`src/rtl/jogo_pkg.sv`:
```
`default_nettype none
// ============================================================================
// Module   : jogo_pkg
// Brief    : Shared constants and helpers for the parametrised memory game:
//            FSM state codes (also shown on db_estado), width helper and the
//            fixed-sequence ROM entry function.
// Revision : 1.0 - initial parametrised release
// ============================================================================
package jogo_pkg;

  // FSM state codes; the numeric values are what the hex display shows
  localparam logic [3:0] C_INICIAL     = 4'h0;
  localparam logic [3:0] C_PREPARA     = 4'h1;
  localparam logic [3:0] C_ESPERA      = 4'h2;
  localparam logic [3:0] C_REGISTRA    = 4'h3;
  localparam logic [3:0] C_COMPARA     = 4'h4;
  localparam logic [3:0] C_PROXIMA     = 4'h5;
  localparam logic [3:0] C_FIM_RODADA  = 4'h6;
  localparam logic [3:0] C_ESCREVE     = 4'h7;
  localparam logic [3:0] C_GRAVA       = 4'h8;
  localparam logic [3:0] C_FIM_GANHOU  = 4'hA;
  localparam logic [3:0] C_FIM_PERDEU  = 4'hB;
  localparam logic [3:0] C_FIM_TIMEOUT = 4'hC;

  // Index width for a counter that must hold 0..n-1; never narrower than 1 bit
  function automatic int calc_w(input int n);
    calc_w = (n < 2) ? 1 : $clog2(n);
  endfunction

  // Bit 'pos' of fixed-sequence entry 'idx': entry k is one-hot bit (k mod n)
  function automatic logic rom_bit(input int idx, input int pos, input int n);
    rom_bit = ((idx % n) == pos);
  endfunction

endpackage
`default_nettype wire

```
`src/rtl/jogo_memoria_param_if.sv`:
```
`default_nettype none
// ============================================================================
// Module   : jogo_memoria_param_if
// Brief    : Player/board-side signal bundle of the memory game. The game
//            controller uses the slave view, the board wrapper the master view.
// Revision : 1.0 - initial parametrised release
// ============================================================================
interface jogo_memoria_param_if #(
  parameter int N_BOTOES = 4,
  parameter int W        = 4
);
  logic                jogar;
  logic                modo;
  logic [N_BOTOES-1:0] botoes;
  logic [N_BOTOES-1:0] leds;
  logic                pronto;
  logic                ganhou;
  logic                perdeu;
  logic                timeout;
  logic [3:0]          db_estado;
  logic [W-1:0]        db_rodada;
  logic [W-1:0]        db_jogada;

  modport slave (
    input  jogar, modo, botoes,
    output leds, pronto, ganhou, perdeu, timeout, db_estado, db_rodada, db_jogada
  );

  modport master (
    output jogar, modo, botoes,
    input  leds, pronto, ganhou, perdeu, timeout, db_estado, db_rodada, db_jogada
  );
endinterface
`default_nettype wire

```
`src/rtl/detector_jogada.sv`:
```
`default_nettype none
// ============================================================================
// Module   : detector_jogada
// Brief    : Registers the button levels, flags a press when they leave the
//            all-zero state (holding does not repeat), checks one-hotness and
//            keeps the last pressed value.
// Revision : 1.0 - initial parametrised release
// ============================================================================
module detector_jogada #(
  parameter int N_BOTOES = 4
) (
  input  logic                clock,
  input  logic                reset,
  input  logic [N_BOTOES-1:0] botoes,
  output logic                press,
  output logic                press_valid,
  output logic [N_BOTOES-1:0] play,
  output logic                play_valid
);
  logic [N_BOTOES-1:0] botoes_q, botoes_d;
  logic [N_BOTOES-1:0] prev_q, prev_d;
  logic [N_BOTOES-1:0] play_q, play_d;
  logic                play_valid_q, play_valid_d;

  // Press edge detection and capture of the pressed value
  always_comb begin
    botoes_d     = botoes;
    prev_d       = botoes_q;
    press        = (botoes_q != '0) && (prev_q == '0);
    press_valid  = $onehot(botoes_q);
    play_d       = play_q;
    play_valid_d = play_valid_q;
    if (press) begin
      play_d       = botoes_q;
      play_valid_d = press_valid;
    end
  end

  // State registers with synchronous active-low reset
  always_ff @(posedge clock) begin
    if (!reset) begin
      botoes_q     <= '0;
      prev_q       <= '0;
      play_q       <= '0;
      play_valid_q <= 1'b0;
    end else begin
      botoes_q     <= botoes_d;
      prev_q       <= prev_d;
      play_q       <= play_d;
      play_valid_q <= play_valid_d;
    end
  end

  assign play       = play_q;
  assign play_valid = play_valid_q;
endmodule
`default_nettype wire

```
`src/rtl/jogo_memoria_param.sv`:
```
`default_nettype none
// ============================================================================
// Module   : jogo_memoria_param
// Brief    : Memory-game controller. The player repeats a growing sequence
//            over N_RODADAS rounds, either from a fixed ROM (modo=0) or from
//            entries the player appends at the end of each round (modo=1).
// Revision : 1.0 - initial parametrised release
// ============================================================================
module jogo_memoria_param
  import jogo_pkg::*;
#(
  parameter int N_BOTOES       = 4,
  parameter int N_RODADAS      = 16,
  parameter int TIMEOUT_CICLOS = 150000000
) (
  input logic                 clock,
  input logic                 reset,
  jogo_memoria_param_if.slave bus
);
  localparam int W  = calc_w(N_RODADAS);
  localparam int CW = calc_w(TIMEOUT_CICLOS);
  localparam logic [CW-1:0] C_CONT_MAX   = CW'(TIMEOUT_CICLOS - 1);
  localparam logic [W-1:0]  C_RODADA_MAX = W'(N_RODADAS - 1);

  logic [3:0]          state_q, state_d;
  logic [W-1:0]        rodada_q, rodada_d;
  logic [W-1:0]        jogada_q, jogada_d;
  logic [CW-1:0]       count_q, count_d;
  logic                modo_q, modo_d;
  logic [N_BOTOES-1:0] leds_q, leds_d;
  logic [N_BOTOES-1:0] mem_q [N_RODADAS];
  logic [N_BOTOES-1:0] mem_d [N_RODADAS];

  logic                w_press;
  logic                w_press_valid;
  logic [N_BOTOES-1:0] w_play;
  logic                w_play_valid;
  logic [N_BOTOES-1:0] w_rom;
  logic [N_BOTOES-1:0] w_esperado;
  logic                w_ultima;
  logic                w_expirou;

  detector_jogada #(
    .N_BOTOES (N_BOTOES)
  ) u_detector (
    .clock       (clock),
    .reset       (reset),
    .botoes      (bus.botoes),
    .press       (w_press),
    .press_valid (w_press_valid),
    .play        (w_play),
    .play_valid  (w_play_valid)
  );

  // Expected entry for the current play and the end-of-round condition
  always_comb begin
    w_rom = '0;
    for (int b = 0; b < N_BOTOES; b++) begin
      w_rom[b] = rom_bit(int'(jogada_q), b, N_BOTOES);
    end
    w_esperado = modo_q ? mem_q[jogada_q] : w_rom;
    // In written mode the round's newest entry is appended, not repeated
    w_ultima   = modo_q ? (jogada_q == (rodada_q - W'(1))) : (jogada_q == rodada_q);
    w_expirou  = (count_q == C_CONT_MAX);
  end

  // Next-state logic: FSM, round/play indices, timeout counter, memory
  always_comb begin
    state_d  = state_q;
    rodada_d = rodada_q;
    jogada_d = jogada_q;
    modo_d   = modo_q;
    leds_d   = leds_q;
    mem_d    = mem_q;
    // Counter only runs while waiting for a press and saturates at the limit;
    // any other state clears it, so every entry to a waiting state starts at 0
    count_d  = '0;
    if ((state_q == C_ESPERA) || (state_q == C_ESCREVE)) begin
      count_d = w_expirou ? count_q : (count_q + CW'(1));
    end

    case (state_q)
      C_INICIAL: begin
        if (bus.jogar) state_d = C_PREPARA;
      end
      C_PREPARA: begin
        rodada_d = '0;
        jogada_d = '0;
        modo_d   = bus.modo;
        state_d  = bus.modo ? C_ESCREVE : C_ESPERA;
      end
      C_ESPERA: begin
        if (w_press)        state_d = C_REGISTRA;
        else if (w_expirou) state_d = C_FIM_TIMEOUT;
      end
      C_REGISTRA: begin
        leds_d  = w_play;
        state_d = C_COMPARA;
      end
      C_COMPARA: begin
        if (!w_play_valid || (leds_q != w_esperado)) state_d = C_FIM_PERDEU;
        else if (w_ultima)                           state_d = C_FIM_RODADA;
        else                                         state_d = C_PROXIMA;
      end
      C_PROXIMA: begin
        jogada_d = jogada_q + W'(1);
        state_d  = C_ESPERA;
      end
      C_FIM_RODADA: begin
        if (modo_q) begin
          state_d = C_ESCREVE;
        end else if (rodada_q == C_RODADA_MAX) begin
          state_d = C_FIM_GANHOU;
        end else begin
          rodada_d = rodada_q + W'(1);
          jogada_d = '0;
          state_d  = C_ESPERA;
        end
      end
      C_ESCREVE: begin
        if (w_press)        state_d = w_press_valid ? C_GRAVA : C_FIM_PERDEU;
        else if (w_expirou) state_d = C_FIM_TIMEOUT;
      end
      C_GRAVA: begin
        mem_d[rodada_q] = w_play;
        leds_d          = w_play;
        if (rodada_q == C_RODADA_MAX) begin
          state_d = C_FIM_GANHOU;
        end else begin
          rodada_d = rodada_q + W'(1);
          jogada_d = '0;
          state_d  = C_ESPERA;
        end
      end
      C_FIM_GANHOU, C_FIM_PERDEU, C_FIM_TIMEOUT: begin
        if (bus.jogar) state_d = C_PREPARA;
      end
      default: begin
        state_d = C_INICIAL;
      end
    endcase
  end

  // State registers with synchronous active-low reset
  always_ff @(posedge clock) begin
    if (!reset) begin
      state_q  <= C_INICIAL;
      rodada_q <= '0;
      jogada_q <= '0;
      count_q  <= '0;
      modo_q   <= 1'b0;
      leds_q   <= '0;
      for (int i = 0; i < N_RODADAS; i++) begin
        mem_q[i] <= '0;
      end
    end else begin
      state_q  <= state_d;
      rodada_q <= rodada_d;
      jogada_q <= jogada_d;
      count_q  <= count_d;
      modo_q   <= modo_d;
      leds_q   <= leds_d;
      mem_q    <= mem_d;
    end
  end

  assign bus.leds      = leds_q;
  assign bus.ganhou    = (state_q == C_FIM_GANHOU);
  assign bus.timeout   = (state_q == C_FIM_TIMEOUT);
  assign bus.perdeu    = (state_q == C_FIM_PERDEU) || (state_q == C_FIM_TIMEOUT);
  assign bus.pronto    = (state_q == C_FIM_GANHOU) || (state_q == C_FIM_PERDEU) ||
                         (state_q == C_FIM_TIMEOUT);
  assign bus.db_estado = state_q;
  assign bus.db_rodada = rodada_q;
  assign bus.db_jogada = jogada_q;
endmodule
`default_nettype wire
```
`src/flat_wrapper.sv`:
```
// flat-port wrapper written by rule: the top's interface ports become plain ports
module jogo_memoria_param_flat import jogo_pkg::*;
#(
  parameter int N_BOTOES       = 4,
  parameter int N_RODADAS      = 16,
  parameter int TIMEOUT_CICLOS = 150000000
)
  (clock, reset, bus_jogar, bus_modo, bus_botoes, bus_leds, bus_pronto, bus_ganhou, bus_perdeu, bus_timeout, bus_db_estado, bus_db_rodada, bus_db_jogada);
  jogo_memoria_param_if #(.N_BOTOES(N_BOTOES)) bus_i ();
  input logic clock;
  input logic reset;
  input wire logic [$bits(bus_i.jogar)-1:0] bus_jogar;
  input wire logic [$bits(bus_i.modo)-1:0] bus_modo;
  input wire logic [$bits(bus_i.botoes)-1:0] bus_botoes;
  output wire logic [$bits(bus_i.leds)-1:0] bus_leds;
  output wire logic [$bits(bus_i.pronto)-1:0] bus_pronto;
  output wire logic [$bits(bus_i.ganhou)-1:0] bus_ganhou;
  output wire logic [$bits(bus_i.perdeu)-1:0] bus_perdeu;
  output wire logic [$bits(bus_i.timeout)-1:0] bus_timeout;
  output wire logic [$bits(bus_i.db_estado)-1:0] bus_db_estado;
  output wire logic [$bits(bus_i.db_rodada)-1:0] bus_db_rodada;
  output wire logic [$bits(bus_i.db_jogada)-1:0] bus_db_jogada;
  assign bus_i.jogar = bus_jogar;
  assign bus_i.modo = bus_modo;
  assign bus_i.botoes = bus_botoes;
  assign bus_leds = bus_i.leds;
  assign bus_pronto = bus_i.pronto;
  assign bus_ganhou = bus_i.ganhou;
  assign bus_perdeu = bus_i.perdeu;
  assign bus_timeout = bus_i.timeout;
  assign bus_db_estado = bus_i.db_estado;
  assign bus_db_rodada = bus_i.db_rodada;
  assign bus_db_jogada = bus_i.db_jogada;
  jogo_memoria_param #(.N_BOTOES(N_BOTOES), .N_RODADAS(N_RODADAS), .TIMEOUT_CICLOS(TIMEOUT_CICLOS)) u_core (.clock(clock), .reset(reset), .bus(bus_i));
endmodule
```
`config.mk`:
```
export PLATFORM = sky130hd
export DESIGN_NAME = jogo_memoria_param_flat
export DESIGN_NICKNAME = d
export VERILOG_FILES = /design/src/rtl/jogo_pkg.sv /design/src/rtl/jogo_memoria_param_if.sv /design/src/rtl/detector_jogada.sv /design/src/rtl/jogo_memoria_param.sv /design/src/flat_wrapper.sv
export SDC_FILE = /design/constraint.sdc
export NUM_CORES = 1
export LEC_CHECK = 0
export BUFFER_PORTS_ARGS = -buffer_cell sky130_fd_sc_hd__buf_2
export CORE_ASPECT_RATIO = 0.5
export CORE_MARGIN = 4
export CORE_UTILIZATION = 61
export DETAILED_ROUTE_END_ITERATION = 7
export PLACE_DENSITY = 0.79
export SKIP_LAST_GASP = 1
export SLEW_MARGIN = 20
export SYNTH_ARGS = -nofsm -noshare
export SYNTH_HDL_FRONTEND = slang
export SYNTH_SLANG_ARGS = --single-unit
```
`constraint.sdc`:
```
create_clock -name clock -period 3.7 [get_ports clock]
set_input_delay 0.185 -clock clock [delete_from_list [all_inputs] [get_ports clock]]
set_output_delay 0.185 -clock clock [all_outputs]
set_load 0.05 [all_outputs]
```
# After elaboration in Yosys (flattened, before gate mapping)
# Index checks and enable logic that the tools add are counted.
[totals]
register_bits = 122
out_inout_bits = 20
word_cells = 104
[classes]
n_eq_ne = 22
bitwise = 2
n_mux = 25
reduce_logical = 19
addsub = 7
order_cmp = 3
[op_table]
columns = ["op", "count"]
rows = [
  ["64-bit bitwise mux", 1],
  ["4-bit two-way mux", 15],
  ["4-bit case mux with 9 select lines", 1],
  ["32-bit zero test", 1],
  ["28-bit by 1-bit adder with 28-bit output, second input constant", 1],
  ["28-bit == test, second input constant", 1],
  ["4-bit == test, second input constant", 5],
  ["4-bit binary-select mux with 4-bit select", 1],
  ["4-bit demux with 4-bit select", 1],
  ["4-bit by 3-bit == test with 1-bit output, second input constant", 4],
  ["4-bit case mux with 4 select lines", 1],
  ["4-bit case mux with 3 select lines", 1],
  ["5-bit greater-or-equal comparator, second input constant", 2],
  ["4-bit inverter with 5-bit output", 2],
  ["4-bit by 1-bit adder with 4-bit output, second input constant", 2],
  ["4-bit by 2-bit == test with 1-bit output, second input constant", 2],
  ["4-bit == test", 2],
  ["4-bit zero test", 2],
  ["4-bit nonzero test", 2],
  ["2-bit AND reduction", 3],
  ["1-bit logical OR", 5],
  ["5-bit by 1-bit < comparator with 1-bit output, second input constant", 1],
  ["1-bit by 1-bit adder with 2-bit output", 2],
  ["2-bit == test, second input constant", 2],
  ["other kinds (16)", 18],
]

# Depth between registers and ports, before layout
[depth]
ltp_word = 9
mapped_depth = 12
depth_no_buf = 12

# By module
# Synthesis repeated with hierarchy kept, for this count alone.
[unflattened]
cells_unflattened = 718
area_unflattened_um2 = 6110.9
[modules_own_cells]
columns = ["mod", "instances", "area_each_um2", "seq_area_each_um2", "cells_each"]
rows = [
  ["jogo_memoria_param", 1, 5609.1, 2182.1, 668],
  ["detector_jogada", 1, 501.7, 260.2, 50],
]

# Worst setup path before layout
# OpenSTA, ideal clock, no wires.
[synth_path]
path_kind = "reg-to-reg"
from = "register u_core.jogada_q[1], in the netlist u_core.bus.db_jogada[1]"
to = "register u_core.state_q[3], in the netlist u_core.bus.db_estado[3]"
required_ns = 3.626
n_path_buf = 1
t_arrival_ns = 2.606
setup_slack_ns = 1.020
setup_time_ns = 0.074
period_less_slack_ns = 2.680
path_stages_with_launch = 8
cell_sequence = "dfxtp_1 -> buf_6 -> mux4_2 -> mux4_2 -> xnor2_1 -> and4_1 -> a211o_1 -> o21ai_0"
[synth_between]
elab_chain_len = 9
[synth_rtl]
columns = ["item", "line", "text"]
rows = [
  ["start, declared", "jogo_memoria_param.sv:27", "logic [W-1:0] jogada_q, jogada_d;"],
  ["start signal, assigned", "jogo_memoria_param.sv:159", "jogada_q <= jogada_d;"],
  ["4-bit inverter with 5-bit output (implied by the code)", "jogo_memoria_param.sv:61", "w_esperado = modo_q ? mem_q[jogada_q] : w_rom;"],
  ["4-bit binary-select mux with 4-bit select", "jogo_memoria_param.sv:61", ""],
  ["4-bit two-way mux (implied by the code) (2 in a row)", "jogo_memoria_param.sv:61", ""],
  ["4-bit two-way mux *", "jogo_memoria_param.sv:61", ""],
  ["4-bit inequality test *", "jogo_memoria_param.sv:101", "if (!w_play_valid || (leds_q != w_esperado)) state_d = C_FIM_PERDEU;"],
  ["1-bit logical OR *", "jogo_memoria_param.sv:101", ""],
  ["4-bit two-way mux *", "jogo_memoria_param.sv:101", ""],
  ["4-bit case mux with 9 select lines *", "jogo_memoria_param.sv:82", "case (state_q)"],
  ["end signal, assigned", "jogo_memoria_param.sv:157", "state_q <= state_d;"],
  ["end, declared", "jogo_memoria_param.sv:25", "logic [3:0] state_q, state_d;"],
]
# Mark *: on every way between the ends. The rest lies on a longest branch, timed or not. The select of a mux whose other input is x is not followed.
# A chain may end at the register's enable or synchronous reset.

# Final worst setup path
[layout_path]
from = "register u_core.u_detector.botoes_q[3]"
to = "register u_core.state_q[1], in the netlist u_core.bus.db_estado[1]"
[layout_between]
elab_chain_len = 6
[layout_rtl]
columns = ["item", "line", "text"]
rows = [
  ["start, declared", "detector_jogada.sv:20", "logic [N_BOTOES-1:0] botoes_q, botoes_d;"],
  ["start signal, assigned", "detector_jogada.sv:47", "botoes_q <= botoes_d;"],
  ["1-bit by 1-bit adder with 2-bit output (implied by the code)", "detector_jogada.sv:30", "press_valid = $onehot(botoes_q);"],
  ["2-bit by 2-bit adder with 3-bit output (implied by the code)", "detector_jogada.sv:30", ""],
  ["3-bit by 1-bit == test with 1-bit output", "detector_jogada.sv:30", ""],
  ["2-bit two-way mux", "jogo_memoria_param.sv:121", "if (w_press) state_d = w_press_valid ? C_GRAVA : C_FIM_PERDEU;"],
  ["4-bit two-way mux", "jogo_memoria_param.sv:121", ""],
  ["4-bit case mux with 9 select lines *", "jogo_memoria_param.sv:82", ""],
]
# Mark *: on every way between the ends. The rest lies on a longest branch, timed or not.

==> results by group <==
Routing
  • # DRC: 0
  • WL met1: 6520 um
  • Via density: 5.97
  • Vias after detailed routing: 5225
  • Final WL: 14700 um
  • Detailed Route Iter0 Violations: 511
  • WL met2: 6970 um
  • Met3 wire length: 1000 um
  • TritonRoute pass-1 iters: 5
  • Avg WL per Cell: 16.8 um
  • Post-route ant nets: 0
  • Highest routed layer: met4

GRT
  • Number of global-route vias before repair: 5065
  • All-Layer GR Usage: 26.3%
  • Grt ovf: 0
  • First-pass GRT wire length: 24700 um
  • Largest net degree at the start of global routing: 72
  • Number of antenna violations at the first check in global routing: 0

Floorplanning
  • Initial Util: 63.3%
  • Die area: 0.0117 mm2
  • # IOs: 28
  • Row Count: 25
  • Die H: 78.5 um
  • Horiz. Die Dim: 149 um
  • Core area: 0.00957 mm2

Logic synthesis
  • Gate Count Post-Synth: 718
  • Syn. warnings: 0
  • Post-synthesis simple-gate area fraction: 24.1%
  • Synthesized cell area: 0.00606 mm2
  • Compound-Gate Fraction of Synth Area: 10.5%
  • Post-Synth XOR/XNOR Area: 5.78%
  • Sequential element share of the synthesized area: 40.3%
  • Distinct cells, synth: 53
  • Area leader, netlist: dfxtp_1
  • Synthesized Nets: 740
  • Post-synth EDFFs: 0
  • Async set or reset register ratio after synthesis: 0%
  • Post-synth top area share: 40.3%
  • Synthesis-stage register bit count: 122
  • Post-synthesis mux area share: 11.8%
  • Count leader, synth: dfxtp_1
  • Syn Area/Cell: 8.44 um2
  • Adder-Cell Fraction of Synth Area: 3.01%
  • Area contributors post-synth: dfxtp_1 (40%), mux2i_1 (9.1%), nand3_1 (5.3%)
  • Largest family of logic cells by synthesized area: simple AND/OR/NAND/NOR gates
  • Post-synth top flop: dfxtp_1
  • Top cells by count, synth: dfxtp_1 (122), nand2_1 (80), nor2_1 (79)

STA
  • Final Hold Viols: 0
  • PnR worst setup slack: 0.877 ns
  • Setup violators final: 0
  • Max-slew headroom: 42.7%
  • Min cycle time layout: 2.82 ns
  • Setup_tns: 0 ns
  • RSZ-0062 raised after global routing: no
  • Max Slew Vio Count: 0
  • Max Clk Rate: 354 MHz
  • Final Skew: 0.00736 ns
  • Period utilization: 76.3%
  • Worst-Margin Slew: 0.858 ns

Placed design
  • HPWL after DPL: 9490 um
  • PortBufs: 27
  • DP Cell Count: 839
  • Post-DP Area: 0.00624 mm2
  • Pre-CTS setup slack: 0.910 ns
  • Placer Congestion: 0.917

Power
  • Psw: 0.00103 W
  • Combinational Power Share: 13.7%
  • PwrDens: 517 mW/mm2
  • Sw Share: 29.1%
  • Sequential fraction of design power: 40.5%
  • Clock share of power: 45.8%
  • VDD IR-drop max: 0.378 mV
  • Leak: 2.63 nW
  • Internal power: 0.00252 W

Flow run
  • Max Cap Violations: 0

Finish
  • Share of cells above drive strength 1: 10.7%
  • Fin area: 0.00687 mm2
  • Ant. Diodes: 0
  • NumNets Final: 749
  • Util after Layout: 71.7%
  • Area grow syn2layout: 13.3%
  • Post-route insts no fill: 875

Critical path
  • Max incr delay on CP: 0.49 ns
  • Crit-path max FO: 5
  • Crit path capture type: flop
  • Worst EP arrival: 3.10 ns
  • Kind of critical path: flop to flop
  • Worst EP required: 3.98 ns
  • CP max stage cell: fa_1
  • Startpoint types: flop
  • Worst-path cell chain: inv_1, fa_1, inv_1, ha_1, ha_1, nor3b_1, o211ai_1, a21oi_1, nor3_1, o21a_1, nor3_1, o21ai_1

Clock tree
  • Resize count post-CTS: 0
  • Clk buf depth: 2
  • Post-CTS setup repair buffer count: 0
  • Clock Sinks: 122
  • CTS Root Cell: clkbuf_16
  • H-Tree Depth: 4
  • TritonCTS Buffers: 17
  • Clk Latency, worst-skew pair: 0.42 ns
  • Worst-path clk slew: 0.06 ns
  • CTS tree: built

Worst hold path
  • Hold Crit Class: input pin to flop

Run status
  • Status: finished, final reports clean
cells by family (layout without fill, tap and decap cells):
kind of cell,Yosys count,in the layout
and+or+nand+nor,304,304
DFF,122,122
AOI/OAI and AO/OA,109,109
buffers and inverters,67,89
muxes,62,62
xor gates and xnor gates,40,40
adders and majority gates,14,14
power by group through the flow:
stage / Combinational (W) / Sequential, W / Clock, W
floorplan: 0.000359 / 0.00145 / 0
global placement: 0.000461 / 0.00146 / 0
detailed placement: 0.000472 / 0.00146 / 0
CTS: 0.000479 / 0.00143 / 0.00163
global route: 0.000533 / 0.00145 / 0.00171
finish: 0.000486 / 0.00144 / 0.00162
placed cells by master, fill, tap and decap left out, types with 5 or more instances in the layout:
cell type	netlist	routed
a22oi_1	13	13
buf_4	0	12
clkbuf_16	0	17
a21oi_1	61	61
nor2b_1	7	7
mux4_2	5	5
nand2_1	80	80
and2_1	11	11
xor2_1	25	25
mux2i_1	55	55
dfxtp_1	122	122
and4_1	6	6
xnor2_1	15	15
buf_2	5	27
ha_1	13	13
nor3_1	6	6
nand3_1	64	64
nor2_1	79	79
or3_1	6	6
inv_1	14	13
nand4_1	10	10
clkinvlp_4	0	6
o21ai_0	13	13
and3_1	11	11
registers in the layout, indices dropped and copies added (netlist names):
signal                        flops
u_core.bus.db_jogada              4
u_core.bus.leds                   4
u_core.bus.db_rodada              4
u_core.u_detector.botoes_q        4
u_core.u_detector.prev_q          4
u_core.u_detector.play_valid      1
u_core.count_q                   28
u_core.modo_q                     1
u_core.bus.db_estado              4
u_core.u_detector.play            4
u_core.mem_q                     64
per-stage QoR:
step	hold slack (ns)	total power, W
after global placement	0.391	0.00192
after global routing	0.0806	0.00368
after detailed placement	0.403	0.00194
after floorplan	0.312	0.00181
after CTS	0.0611	0.00355
final	0.0646	0.00355
area by class of cell:
| class | count | area, um2 |
|---|---|---|
| well taps | 135 | 169 |
| multi-input cells | 529 | 3350 |
| clock inverters | 14 | 150 |
| inverters | 14 | 55.1 |
| flip-flops and latches | 122 | 2440 |
| fillers | 737 | 2710 |
| clock buffers | 18 | 439 |
| repair buffers | 43 | 265 |
repair_timing:
action | in CTS | in global routing
hold endpoints to repair | 4 | 0
hold buffers | 4 | 0
endpoints found under the setup margin | 0 | 0
worst paths after layout:
path | from | endpoint | slack, ns | cells past startpoint
hold / removal | bus_modo | u_core.modo_q$_SDFFE_PN0N_ | 0.06 | 3
setup reg to reg | u_core.u_detector.botoes_q[3]$_SDFF_PN0_ | u_core.bus.db_estado[1]$_SDFFE_PN0P_ | 0.88 | 12
hold reg to reg | u_core.mem_q[62]$_SDFFE_PN0P_ | u_core.mem_q[62]$_SDFFE_PN0P_ | 0.45 | 2
setup / recovery | u_core.u_detector.botoes_q[3]$_SDFF_PN0_ | u_core.bus.db_estado[1]$_SDFFE_PN0P_ | 0.88 | 12
metal layers:
| layer | up-vias | global-route usage (%) |
|---|---|---|
| met5 | - | 0 |
| met4 | 0 | 9.50 |
| met3 | 24 | 6.57 |
| met2 | 164 | 43.8 |
| met1 | 2518 | 33.3 |
| li1 | 2519 | - |
worst max-delay path, delay by kind of cell (launching register included):
| family | cells | cell delay [ns] |
|---|---|---|
| adder cells (fa/ha/maj) | 3 | 0.93 |
| AO/OA/AOI/OAI | 4 | 0.64 |
| flip-flops | 1 | 0.39 |
| buffers and inverters | 2 | 0.13 |
| AND/OR/NAND/NOR | 3 | 0.59 |
No activity file was read; power rests on OpenSTA's default activity.
